`src/rtl/mac_feeder.sv`:
```
// mac_feeder: collects a 3x3 weight kernel plus an exponent bias, then streams
// a raster-order image and presents every fully populated 3x3 pixel window,
// together with the kernel, to a downstream MAC.
//
// Handshakes (pix_valid/pix_ready and win_valid/win_ready): a transfer occurs
// on a rising clk edge where valid and ready are both high. Once the producer
// raises valid, it keeps valid and its payload stable until that transfer
// happens. pix_ready depends only on state, win_valid and win_ready, never on
// pix_valid.
module mac_feeder #(
   parameter int IMG_W = 8,
   parameter int IMG_H = 8
) (
   input  logic        clk,
   input  logic        rst,
   input  logic        wt_load,
   input  logic [3:0]  wt_in,
   input  logic [4:0]  bias_in,
   input  logic        pix_valid,
   output logic        pix_ready,
   input  logic [7:0]  pix_in,
   output logic        win_valid,
   input  logic        win_ready,
   output logic [71:0] image,
   output logic [35:0] weight,
   output logic [4:0]  exp_bias,
   output logic        frame_done
);

   localparam int CW = $clog2(IMG_W);
   localparam int RW = $clog2(IMG_H);
   localparam logic [CW-1:0] COL_LAST = CW'(IMG_W - 1);
   localparam logic [RW-1:0] ROW_LAST = RW'(IMG_H - 1);
   localparam logic [CW-1:0] COL_TWO  = CW'(2);
   localparam logic [RW-1:0] ROW_TWO  = RW'(2);
   localparam logic [3:0]    NIB_LAST = 4'd8;

   typedef enum logic [1:0] {
      IDLE   = 2'd0,
      LOAD_W = 2'd1,
      STREAM = 2'd2,
      DONE   = 2'd3
   } state_t;

   // FSM state; kept as a plainly named register so checkers can bind to it.
   state_t state;
   state_t state_nxt;

   logic [3:0]    nib_cnt;
   logic [CW-1:0] col;
   logic [RW-1:0] row;

   // Two previous image rows: lb_old holds row-2, lb_new holds row-1.
   logic [7:0] lb_old [IMG_W];
   logic [7:0] lb_new [IMG_W];

   // The two most recent columns of the sliding window, newer column in [7:0].
   logic [15:0] sh_top;
   logic [15:0] sh_mid;
   logic [15:0] sh_bot;

   logic       accept;
   logic       last_pix;
   logic       win_hit;
   logic       load_step;
   logic       load_last;
   logic [7:0] top_px;
   logic [7:0] mid_px;

   // Decode of the current pixel position and handshake events.
   always_comb begin
      accept    = pix_valid && pix_ready;
      last_pix  = (col == COL_LAST) && (row == ROW_LAST);
      win_hit   = accept && (col >= COL_TWO) && (row >= ROW_TWO);
      load_step = wt_load && ((state == IDLE) || (state == LOAD_W));
      load_last = wt_load && (state == LOAD_W) && (nib_cnt == NIB_LAST);
      top_px    = lb_old[col];
      mid_px    = lb_new[col];
   end

   // State register.
   always_ff @(posedge clk) begin
      if (rst) begin
         state <= IDLE;
      end else begin
         state <= state_nxt;
      end
   end

   // Next-state logic and the two state-derived outputs.
   always_comb begin
      state_nxt  = state;
      pix_ready  = 1'b0;
      frame_done = 1'b0;
      unique case (state)
         IDLE: begin
            if (wt_load) begin
               state_nxt = LOAD_W;
            end
         end
         LOAD_W: begin
            if (load_last) begin
               state_nxt = STREAM;
            end
         end
         STREAM: begin
            // A new pixel may enter only if its window (if any) has room.
            pix_ready = !win_valid || win_ready;
            if (pix_valid && (!win_valid || win_ready) && last_pix) begin
               state_nxt = DONE;
            end
         end
         DONE: begin
            // Final window gone: announce the end of frame and go idle.
            if (!win_valid) begin
               frame_done = 1'b1;
               state_nxt  = IDLE;
            end
         end
         default: begin
            state_nxt = IDLE;
         end
      endcase
      // Outputs are quiet for the whole time reset is held.
      if (rst) begin
         pix_ready  = 1'b0;
         frame_done = 1'b0;
      end
   end

   // Weight nibble shifter and bias capture; untouched while streaming.
   always_ff @(posedge clk) begin
      if (rst) begin
         weight   <= '0;
         exp_bias <= '0;
         nib_cnt  <= '0;
      end else if (load_step) begin
         weight <= {weight[31:0], wt_in};
         if (state == IDLE) begin
            nib_cnt <= 4'd1;
         end else begin
            nib_cnt <= nib_cnt + 4'd1;
         end
         if (load_last) begin
            exp_bias <= bias_in;
         end
      end
   end

   // Column/row position of the next pixel to be accepted.
   always_ff @(posedge clk) begin
      if (rst) begin
         col <= '0;
         row <= '0;
      end else if ((state == DONE) && !win_valid) begin
         col <= '0;
         row <= '0;
      end else if (accept) begin
         if (col == COL_LAST) begin
            col <= '0;
            if (row == ROW_LAST) begin
               row <= '0;
            end else begin
               row <= row + RW'(1);
            end
         end else begin
            col <= col + CW'(1);
         end
      end
   end

   // Line buffers and window columns; every row is rewritten before use, so
   // these carry no reset.
   always_ff @(posedge clk) begin
      if (accept) begin
         lb_old[col] <= mid_px;
         lb_new[col] <= pix_in;
         sh_top      <= {sh_top[7:0], top_px};
         sh_mid      <= {sh_mid[7:0], mid_px};
         sh_bot      <= {sh_bot[7:0], pix_in};
      end
   end

   // Output window register: load on a qualifying accept, drop on consume.
   always_ff @(posedge clk) begin
      if (rst) begin
         image     <= '0;
         win_valid <= 1'b0;
      end else if (win_hit) begin
         image     <= {sh_top, top_px, sh_mid, mid_px, sh_bot, pix_in};
         win_valid <= 1'b1;
      end else if (win_ready) begin
         win_valid <= 1'b0;
      end
   end

endmodule

```
`config.mk`:
```
export PLATFORM = sky130hd
export DESIGN_NAME = mac_feeder
export DESIGN_NICKNAME = d
export VERILOG_FILES = /design/src/rtl/mac_feeder.sv
export SDC_FILE = /design/constraint.sdc
export NUM_CORES = 1
export LEC_CHECK = 0
export ABC_AREA = 1
export CAP_MARGIN = 20
export CORE_MARGIN = 1
export CORE_UTILIZATION = 55
export CTS_CLUSTER_SIZE = 12
export DETAILED_ROUTE_END_ITERATION = 8
export PLACE_DENSITY_LB_ADDON = 0.12
export SLEW_MARGIN = 20
export SYNTH_ARGS = -nofsm -noshare
export SYNTH_HDL_FRONTEND = slang
export SYNTH_SLANG_ARGS = --single-unit
```
`constraint.sdc`:
```
create_clock -name clk -period 4.77 [get_ports clk]
set_clock_uncertainty 0.1 [all_clocks]
set_input_delay 0.954 -clock clk [delete_from_list [all_inputs] [get_ports clk]]
set_output_delay 0.954 -clock clk [all_outputs]
set_load 0.005 [all_outputs]
```
# == Word-level counts from Yosys, hierarchy flattened ==
# Memories as Yosys holds them, arrays and structs flattened. A register that Yosys moved wholly into a read port is not among the register bits.
# Index checks and enable logic that the tools add are counted.
# word_totals
register_bits,174
out_inout_bits,116
mem_count,2
inputBits,22
elab_cells,68
ramBits,128
# op_classes
n_eq_ne,10
order_cmp,2
n_mux,21
n_reduce_logical,19
addsub,3
# mem_list
memory,words,word_bits,read_ports,rd_ports_with_merged_regs,wr,line_no,source
lb_new,8,8,1,1,1,55,logic [7:0] lb_new [IMG_W];
lb_old,8,8,1,1,1,54,logic [7:0] lb_old [IMG_W];
# ops
operator,count
3-bit 2-to-1 mux,6
1-bit logical AND,10
1-bit 2-to-1 mux,9
2-bit 2-to-1 mux,4
"2-bit != test, second input constant",4
2-bit case mux with 4 select lines,1
"3-bit by 1-bit adder with 3-bit output, second input constant",2
"3-bit == test, second input constant",2
"3-bit by 2-bit >= comparator with 1-bit output, second input constant",2
"4-bit by 1-bit adder with 4-bit output, second input constant",1
"2-bit == test, second input constant",2
"4-bit == test, second input constant",1
4-bit 2-to-1 mux,1
2-bit AND reduction,2
4-bit AND reduction,1
"2-bit by 1-bit == test with 1-bit output, second input constant",1
2-bit logical NOT,1
1-bit logical OR,2
2-bit nonzero test,1
2-bit OR reduction,1
1-bit logical NOT,1

# == Logic depth before layout (Yosys ltp) ==
# Gate-level depths: netlist of the first run.
# logic_depth
depth_word,8
ltp_mapped,11
mapped_depth_nobuf,10

# == Worst setup path before layout of the first run ==
# OpenSTA, ideal clock, no wires.
# synth_timing
kind,input -> register
from,input win_ready
to,"memory lb_new[0][0], enable pin"
path_buffers,1
cell_stages,7
arrival_ns,3.494
t_required_ns,4.281
slack_ns,0.787
cell_sequence,inv_1 nand2_1 nand3_4 buf_2 inv_1 nand2_1 nor2_1
# synth_between
elab_chain_cells,6
# synth_lines
item,line_no,source
from (decl),23,"input logic win_ready,"
1-bit logical OR,108,pix_ready = !win_valid || win_ready;
1-bit 2-to-1 mux,95,unique case (state)
1-bit 2-to-1 mux,125,if (rst) begin
1-bit logical AND,72,accept = pix_valid && pix_ready;
net accept,62,logic accept;
1-bit 2-to-1 mux,175,if (accept) begin
1-bit 2-to-1 mux (implied by the code),177,lb_new[col] <= pix_in;
to (decl),55,
# The timed path passes the listed nets, and every way through them passes these cells.

# == Worst setup path in the final report of the first run ==
# layout_timing
from,input win_ready
to,output pix_ready
# layout_between
elab_chain_cells,3
# layout_lines
item,line_no,source
1-bit logical OR,108,
1-bit 2-to-1 mux,95,
1-bit 2-to-1 mux,125,
to (decl),20,"output logic pix_ready,"
# No other way between the ends.

==> results by group, run 1 <==
Status
  • Outcome: finished, final reports clean

Timing
  • Relative slew slack: between 40 and 50%
  • Endpoints failing setup: 0
  • Setup tns final: 0 ps
  • Max frequency: 0.2929 GHz
  • RSZ-0062 raised after global routing: false
  • Worst setup margin: between 1000 and 1500 ps
  • Tmin final: 3414 ps
  • Final Cycle Share: 71.58%
  • Slew @ Worst Pin: 848.7 ps
  • Pins Over Slew Limit: 0
  • Hold Fails Final Rpt: 0

Synth
  • Synth top area cells: edfxtp_1 45%, dfxtp_1 22%, nor2_1 6.4%
  • Avg Cell Area, Syn: around 9.9 um^2
  • Synth Register Bits: 305
  • Post-Syn Instances: 1199
  • Yosys warns: 0
  • Yosys cell types: 25
  • Cell Area, Synth: 0.01186 mm^2
  • Synth Flop Type: edfxtp_1
  • Seq/Total Area, Yosys: between 60% and 70%
  • Ys async rst share: 0%
  • Syn Nets: around 1200
  • Number of synthesized flops with an enable pin: around 180
  • Synth top area share: 44.56%
  • Yosys top cell by area: edfxtp_1

Clock network
  • CTS Hold Bufs: 0
  • Setup Buffers After CTS: 0
  • Longest Clk Path Bufs: 3
  • CTS sink count: 305
  • CTS Buf Count: 30
  • Root buffer cell: clkbuf_16
  • Resized Gates After CTS: 0
  • CTS tree: done
  • H-tree depth: 1
  • Clk_lat worst skew: 560 ps
  • Clk slew on worst S/H paths: 60 ps

Setup path
  • CP cell instances: clkdlybuf4s50_1, inv_1, nand2_1, inv_1, nor3_1, clkdlybuf4s50_1
  • Reg2Reg Depth: 9
  • Worst Setup End Kind: output pin
  • RR Endpoint: lb_old[7][0]
  • FF-to-FF Start: state[0]
  • CP max stage delay: 530 ps
  • Crit path max fanout: 4
  • Critical path launch point type: primary input
  • Family with the most delay on the worst path: buffers and inverters
  • Critical path class: in -> out
  • Crit-path slowest cell: clkdlybuf4s50_1
  • CP arrival: 2360 ps
  • Worst R2R Setup Slack: about 2100 ps
  • Required time worst endpoint: roughly 3700 ps
  • Critical path buffers and inverters: 4

Floorplan
  • Width of the die: roughly 150 um
  • IO Pins: 138
  • DIE AREA: about 0.022 mm^2
  • Row count: 53
  • Die Height: 148.8 um
  • Initial Util: between 50% and 60%
  • Core footprint: about 0.021 mm^2

Power
  • Cell Pwr Density: 427.2 mW/mm^2
  • Peak supply drop: about 0.00033 V
  • Leak: 0.005604 uW
  • Total power: 6123 uW

Drt
  • DRC viols: 0
  • Antenna Nets Post-Route: 0
  • DRT Pass-1 Iters: 5
  • Routed WL: about 25 mm
  • Via count: 8316
  • Avg WL per Cell: 15.73 um
  • First-iteration detailed-routing DRC count: between 400 and 500
  • Via density per instance: roughly 5.1

GRT
  • Number of global-route vias before repair: 7808
  • Initial antenna violation count: 0
  • Total GRT Usage: 23.27%
  • Largest net degree at the start of global routing: 65
  • First-pass GRT wire length: roughly 40 mm
  • Overflow after GRT: 0

Cells and area
  • Final Net Count: 1356
  • Layout area overhead: 20.85%
  • Cell Count, Final, Fillers Out: 1620
  • Final instance area: 0.01433 mm^2
  • Antenna Cells: 0
  • Share of cells above drive strength 1: under 10%

Min path
  • Hold Path Stages: 2
  • Min-delay src: exp_bias[1]
  • Hold endpoint: exp_bias[1]
  • Worst min-delay path category: reg -> reg

Place
  • Placer's final routability congestion estimate: approximately 0.8
  • Dpl ws: 1228 ps
  • PortBufs: roughly 140
  • Area post-placement: 0.01345 mm^2
  • Dpl hpwl: 15.50 mm
  • Cells after DPL: 1565

Run
  • Max Cap Violations: 0
[worst max-delay path by stage]
| stage | from | end | slack [ps] | cells past startpoint |
|---|---|---|---|---|
| after global routing | win_ready | pix_ready | 1260 | 6 |
| after global placement | win_ready | lb_new[5][2] | 1300 | 8 |
| after detailed placement | win_ready | lb_new[5][3] | 1230 | 8 |
| after floorplan | win_ready | lb_new[0][0] | 790 | 7 |
| final | win_ready | pix_ready | 1360 | 6 |
| after CTS | win_ready | pix_ready | 1360 | 6 |
[cell usage after synthesis (2+ instances only)]
library cell  count
or2_2            22
inv_1           142
dfxtp_1         129
nand4_1           2
a211oi_1         17
buf_2            25
inv_2             2
a21oi_1          30
nand2_1         170
buf_1             4
nor2_4            2
o21ai_0          87
nor2_1          201
nand3_1          67
nor3_1           60
edfxtp_1        176
clkbuf_1         35
or2_0            10
ha_1             12
[final cells by class]
cell class | count | area [um^2]
sequential | 305 | 7870
fill | 1648 | 6755
multi-input combinational | 683 | 3164
timing repair buffer | 157 | 1529
clock buffer | 53 | 858.3
inverter | 145 | 544.3
tap | 275 | 344.1
clock inverter | 2 | 22.52
[layer usage]
layer  wire [um]  track usage, %  vias to the layer above
met1       11340           30.97                     3899
li1            -               -                     4156
met4         660           7.704                        0
met5           0               0                        -
met3        1298           3.486                       48
met2       12190           39.16                      213
[sequential cells by signal (all words and copies together), names as in the netlist, named ones only]
name       flops
col            3
exp_bias       5
image         72
lb_new        64
lb_old        64
nib_cnt        4
row            3
sh_bot        16
sh_mid        16
sh_top        16
state          2
weight        36
win_valid      1
[stage by stage]
| step | utilization [%] | hold WS [ps] |
|---|---|---|
| finish | 67.97 | 346.4 |
| global route | 67.97 | 360.1 |
| CTS | 67.97 | 347.1 |
| detailed placement | 63.79 | 335.2 |
| global placement | 63.79 | 332.2 |
| floorplan | - | 328.0 |
[placed cells by master (no fill, tap or decap), types with 17 or more instances in the layout]
| cell | instances |
|---|---|
| a211oi_1 | 17 |
| a21oi_1 | 30 |
| buf_4 | 19 |
| clkbuf_1 | 20 |
| clkbuf_16 | 30 |
| clkdlybuf4s50_1 | 136 |
| dfxtp_1 | 127 |
| edfxtp_1 | 176 |
| inv_1 | 140 |
| nand2_1 | 169 |
| nand3_1 | 67 |
| nor2_1 | 201 |
| nor3_1 | 60 |
| o21ai_0 | 86 |
| or2_2 | 22 |
[worst reg2reg max path, cell delays in order (launching register included)]
cell	delay (ps)
dfxtp_1	330
inv_1	100
ha_1	210
inv_2	60
nor2_4	110
nand3_4	250
inv_2	160
nand2_1	110
nor2_1	590
buf_4	360
[report_power, final]
part           internal [uW]  leakage, uW  total [uW]  switching [uW]
clock                   1210     0.000423        2140             930
sequential              3000      0.00263        3090            90.8
combinational            355      0.00255         893             539
[cell families (layout without fill, tap and decap cells)]
group / count (synthesis) / in the layout / share of synthesized area (%)
AO/OA/AOI/OAI: 136 / 136 / 6.129
adder cells (fa/ha/maj): 12 / 12 / 1.266
buffers and inverters: 211 / 357 / 7.037
flip-flops: 305 / 305 / 66.34
AND/OR/NAND/NOR: 535 / 535 / 19.23
Note: power is estimated with default switching activity, not from simulation.
==> inputs of run 2 (changes only) <==
CORE_UTILIZATION = 50   (was 55)
clock period = 2.95 ns   (was 4.77 ns; I/O delays follow)
==> results by group, run 2 (synthesis gave the netlist of run 1 again) <==
Status
  • Outcome: finished, final reports clean

Cells and area
  • Top flop regs: image (72), lb_new (64), lb_old (64)
  • Antenna Cells: 0 (unchanged)
  • Most flops, register: image
  • Most common cell after layout, fill and taps aside: nor2_1
  • Largest register FFs: 72 (unchanged)
  • Final Net Count: 1366 (+0.74%)
  • Most frequent cells in the layout: 200 x nor2_1, 176 x edfxtp_1, 169 x nand2_1
  • Share of cells above drive strength 1: 7.448% (+0.83 points)
  • Cell Count, Final, Fillers Out: 1669 (+3.0%)
  • Layout area overhead: 22.30%

Timing
  • Endpoints failing setup: 0 (unchanged)
  • Worst setup margin: 266.0 ps (-1090 ps)
  • Final Cycle Share: roughly 91%
  • Tmin final: roughly 2700 ps
  • Relative slew slack: 52.42% (+9.1 points)
  • RSZ-0062 raised after global routing: false
  • Slew @ Worst Pin: 713.7 ps (-134.9 ps)
  • Pins Over Slew Limit: 0 (unchanged)
  • Setup tns final: 0 ps (unchanged)
  • Max frequency: 0.3726 GHz
  • Hold Fails Final Rpt: 0 (unchanged)

Place
  • Cells after DPL: 1612 (+3.0%)
  • PortBufs: 137 (unchanged)
  • Dpl ws: 252.4 ps (-975.2 ps)
  • Placer's final routability congestion estimate: 0.7862 (-1.9%)
  • Dpl hpwl: 15.66 mm (+1.1%)

Drt
  • First-iteration detailed-routing DRC count: 547 (+17%)
  • Antenna Nets Post-Route: 0 (unchanged)
  • DRT Pass-1 Iters: 5 (unchanged)
  • Via count: 8294 (-0.26%)
  • Via density per instance: 4.969 (-3.2%)
  • Routed WL: 25.52 mm (+0.13%)
  • Avg WL per Cell: 15.29 um (-2.8%)
  • DRC viols: 0 (unchanged)

Floorplan
  • IO Pins: 138 (unchanged)
  • Core footprint: 0.02292 mm^2 (+8.7%)
  • Row count: 55 (+3.8%)
  • Die Height: 156.0 um (+4.8%)
  • DIE AREA: 0.02434 mm^2 (+9.9%)
  • Initial Util: 51.76% (-4.5 points)
  • Width of the die: 156.0 um (+4.8%)

Power
  • Total power: 9986 uW (+63%)
  • Peak supply drop: 0.0005633 V (+72%)
  • Cell Pwr Density: 688.4 mW/mm^2 (+61%)
  • Leak: 0.005664 uW (+1.1%)

Clock network
  • Clk slew on worst S/H paths: 60 ps (about the same)
  • CTS Buf Count: 31 (+3.3%)
  • Setup Buffers After CTS: 0 (unchanged)
  • Longest Clk Path Bufs: 3 (unchanged)
  • Resized Gates After CTS: 0 (unchanged)
  • H-tree depth: 1 (unchanged)
  • Root buffer cell: clkbuf_16
  • CTS sink count: 305 (unchanged)
  • CTS tree: done
  • Clk_lat worst skew: 550 ps (about the same)
  • CTS Hold Bufs: 0 (unchanged)

Setup path
  • FF-to-FF Start: state[0]
  • CP arrival: 1990 ps (-370 ps)
  • Crit path max fanout: 4 (unchanged)
  • Launch point of the worst path: win_ready
  • Critical path class: in -> out
  • Worst Setup End Kind: output pin
  • Critical path launch point type: primary input
  • Required time worst endpoint: 2260 ps (-1460 ps)

GRT
  • Total GRT Usage: 21.68% (-1.6 points)
  • Number of global-route vias before repair: 7878 (+0.90%)
  • Overflow after GRT: 0 (unchanged)
  • Initial antenna violation count: 0 (unchanged)
  • First-pass GRT wire length: 41.37 mm (+3.3%)
  • Largest net degree at the start of global routing: 86 (+32%)

Min path
  • Min-delay src: exp_bias[1]
  • Worst min-delay path category: reg -> reg

Run
  • Max Cap Violations: 0 (unchanged)
-- run 2: cell types whose count changed in the layout (fill, tap and decap cells not counted), sizes merged --
cell,delta
buf,+9
clkinv,+5
clkbuf,-2
clkinvlp,+1
inv,-2
-- run 2: metal layers --
metal	part of all wire [%]	wire [um]	global-route usage, %	up-vias
li1	-	-	-	4181
met1	46	11650	29.26	3867
met2	47	11950	36.48	205
met3	5.0	1288	3.028	41
met4	2.5	634	6.303	0
met5	0	0	0	-
-- run 2: path summary, 6_finish.rpt --
check | end | slack, ps | cells past startpoint
hold / removal | exp_bias[1] | 340 | 2
setup reg to reg | lb_new[4][3] | 760 | 9
hold reg to reg | exp_bias[1] | 340 | 2
setup / recovery | pix_ready | 270 | 6
-- run 2: where the power goes --
part / total (uW) / leakage (uW) / switching, uW / internal, uW
registers: 5000 / 0.00263 / 151 / 4850
logic: 1480 / 0.00259 / 888 / 593
clock network: 3500 / 0.000440 / 1490 / 2010
-- run 2: area by class of cell --
| type | count | area (um^2) |
|---|---|---|
| Clock buffer | 51 | 880.8 |
| Clock inverter | 6 | 26.28 |
| Fill cell | 1902 | 8411 |
| Inverter | 145 | 548.0 |
| Multi-Input combinational cell | 683 | 3167 |
| Sequential cell | 305 | 7870 |
| Tap cell | 313 | 391.6 |
| Timing Repair Buffer | 166 | 1622 |
-- run 2: worst max-delay path, cell delays in order --
cell and delay (ps):
clkdlybuf4s50_1 450, inv_1 30, nand2_1 150, inv_1 90, nor3_1 150, clkdlybuf4s50_1 530
-- run 2: through the flow --
stage | area, um^2 | hold WS (ps) | util [%]
3_5_place_dp | 13600 | 336.1 | 59.34
6_report | 14510 | 342.1 | 63.30
5_1_grt | 14510 | 356.2 | 63.30
4_1_cts | 14510 | 344.8 | 63.30
2_1_floorplan | 11870 | 328.0 | -
3_3_place_gp | 13600 | 331.9 | 59.34
==> RTL edit (flow settings as in run 2) <==
`IMG_H`: 8 -> 16.
--- a/src/rtl/mac_feeder.sv
+++ b/src/rtl/mac_feeder.sv
@@ -11,3 +11,3 @@
    parameter int IMG_W = 8,
-   parameter int IMG_H = 8
+   parameter int IMG_H = 16
 ) (
Function: no difference found for any inputs over 10 cycles, from zero or initial values and one cycle with rst high; that may be too few to reach the edited logic, so the function may still have changed.
==> RTL edit against run 2 <==
- wire length fell by 4.3%
- power increased by 1.9%
- global-route usage down 1.4 points
- worst hold slack improved by 0.0046 ns
- core utilization fell by 0.93 points
- sequential cell count rose by 1
- critical path type is now flop to primary output
- first-iteration DRC count rose by 6.4%
- maximum frequency is 1.6% higher
- die area hardly changed
- final area is 0.62% higher
- critical endpoint unchanged
- largest power group unchanged
- setup slack improved by 0.042 ns
- count of clock-buffer cells in the layout is 5 higher
- synthesized area barely moved
==> RTL edit: results <==
group,metric,value,unit
logic_synthesis,yosysWarnings,0,
detailed_routing,routed_wl,24.4,mm
logic_synthesis,yosys-top-cells-area,"edfxtp_1, dfxtp_1, nor2_1, nand2_1, inv_1",
placed_design,hpwl,15.6,mm
logic_synthesis,async_reset_ff_share,0,%
global_routing,grt_use_total,20.2,%
timing,worst_pin_slew,1.02,ns
logic_synthesis,synth_cell_types,29,
global_routing,grt_max_degree,65,
global_routing,grt_pass1_wl,39.6,mm
logic_synthesis,synth_common_cells,"nor2_1, edfxtp_1, nand2_1, inv_1, dfxtp_1",
worst_setup_path,cp.arrival,1.95,ns
logic_synthesis,ys_seq_area_share,66.5,%
clock_tree,clk_latency,0.54,ns
clock_tree,postCtsSetupBuffers,0,
placed_design,placed_area,13600,um^2
clock_tree,cts_made_buffers,31,
floorplanning,die_area,24300,um^2
logic_synthesis,synthCells,1201,
detailed_routing,drt-initial-drc-count,582,
layout,layout-drive-gt1-share,6.67,%
layout,antennaDiodeCount,0,
power_and_ir_drop,p_sw_share,24.7,%
detailed_routing,num_vias,8172,
placed_design,dp_cells,1627,
placed_design,place_ws,0.306,ns
layout,stdcell_area,14600,um^2
clock_tree,root_buffer,"clkbuf_16",
power_and_ir_drop,power.leakage,5.86,nW
layout,fin_nets,1374,
placed_design,gp_congestion,0.773,
detailed_routing,wire_per_inst,14.5,um
run_status,status,"finished, final reports clean",
power_and_ir_drop,max-vdd-ir-drop,0.464,mV
global_routing,first_global_vias,7571,
==> RTL edit: routing by layer <==
metal  vias up  wire (um)  global-route usage, %
li1       4147          -                      -
met1      3797      11500                   29.0
met2       202      11200                   32.8
met3        26       1420                   3.00
met4         0        320                   4.01
met5         -          0                      0
==> RTL edit: critical path, cell delays in order, from the launching register on <==
cell and delay, ns:
dfxtp_1 0.34, inv_1 0.10, ha_1 0.18, inv_2 0.07, nor2_4 0.11, nand2_1 0.08, inv_1 0.06, clkdlybuf4s50_1 0.48
==> RTL edit: layout make-up <==
cell class,instances,area (um^2)
fill,1959,8810
sequential,306,7890
multi-input combinational,690,3130
timing repair buffer,166,1630
clock buffer,56,993
inverter,146,552
tap,319,399
==> RTL edit: logic make-up after synthesis <==
family / after synthesis / synth area share (%)
adder cells (fa/ha/maj): 11 / 1.16
XOR/XNOR: 1 / 0.0738
AO/OA/AOI/OAI: 137 / 6.21
flip-flops: 306 / 66.5
buffers and inverters: 205 / 7.13
AND/OR/NAND/NOR: 541 / 18.9
==> RTL edit: power by group through the flow <==
stage               Sequential, mW  Combinational (mW)  Clock (mW)
floorplan                     5.04               0.821           0
global placement              5.06                1.44           0
detailed placement            5.06                1.46           0
CTS                           4.97                1.47        3.85
global route                  5.00                1.64        3.99
finish                        4.97                1.45        3.75
==> RTL edit: path summary, 6_finish.rpt <==
check                   start  depth (start not counted)  slack [ns]           to
setup / recovery     state[0]                          7        0.31    pix_ready
hold / removal    exp_bias[2]                          2        0.35  exp_bias[2]
setup reg to reg     state[0]                          9        0.72     image[3]
hold reg to reg   exp_bias[2]                          2        0.35  exp_bias[2]
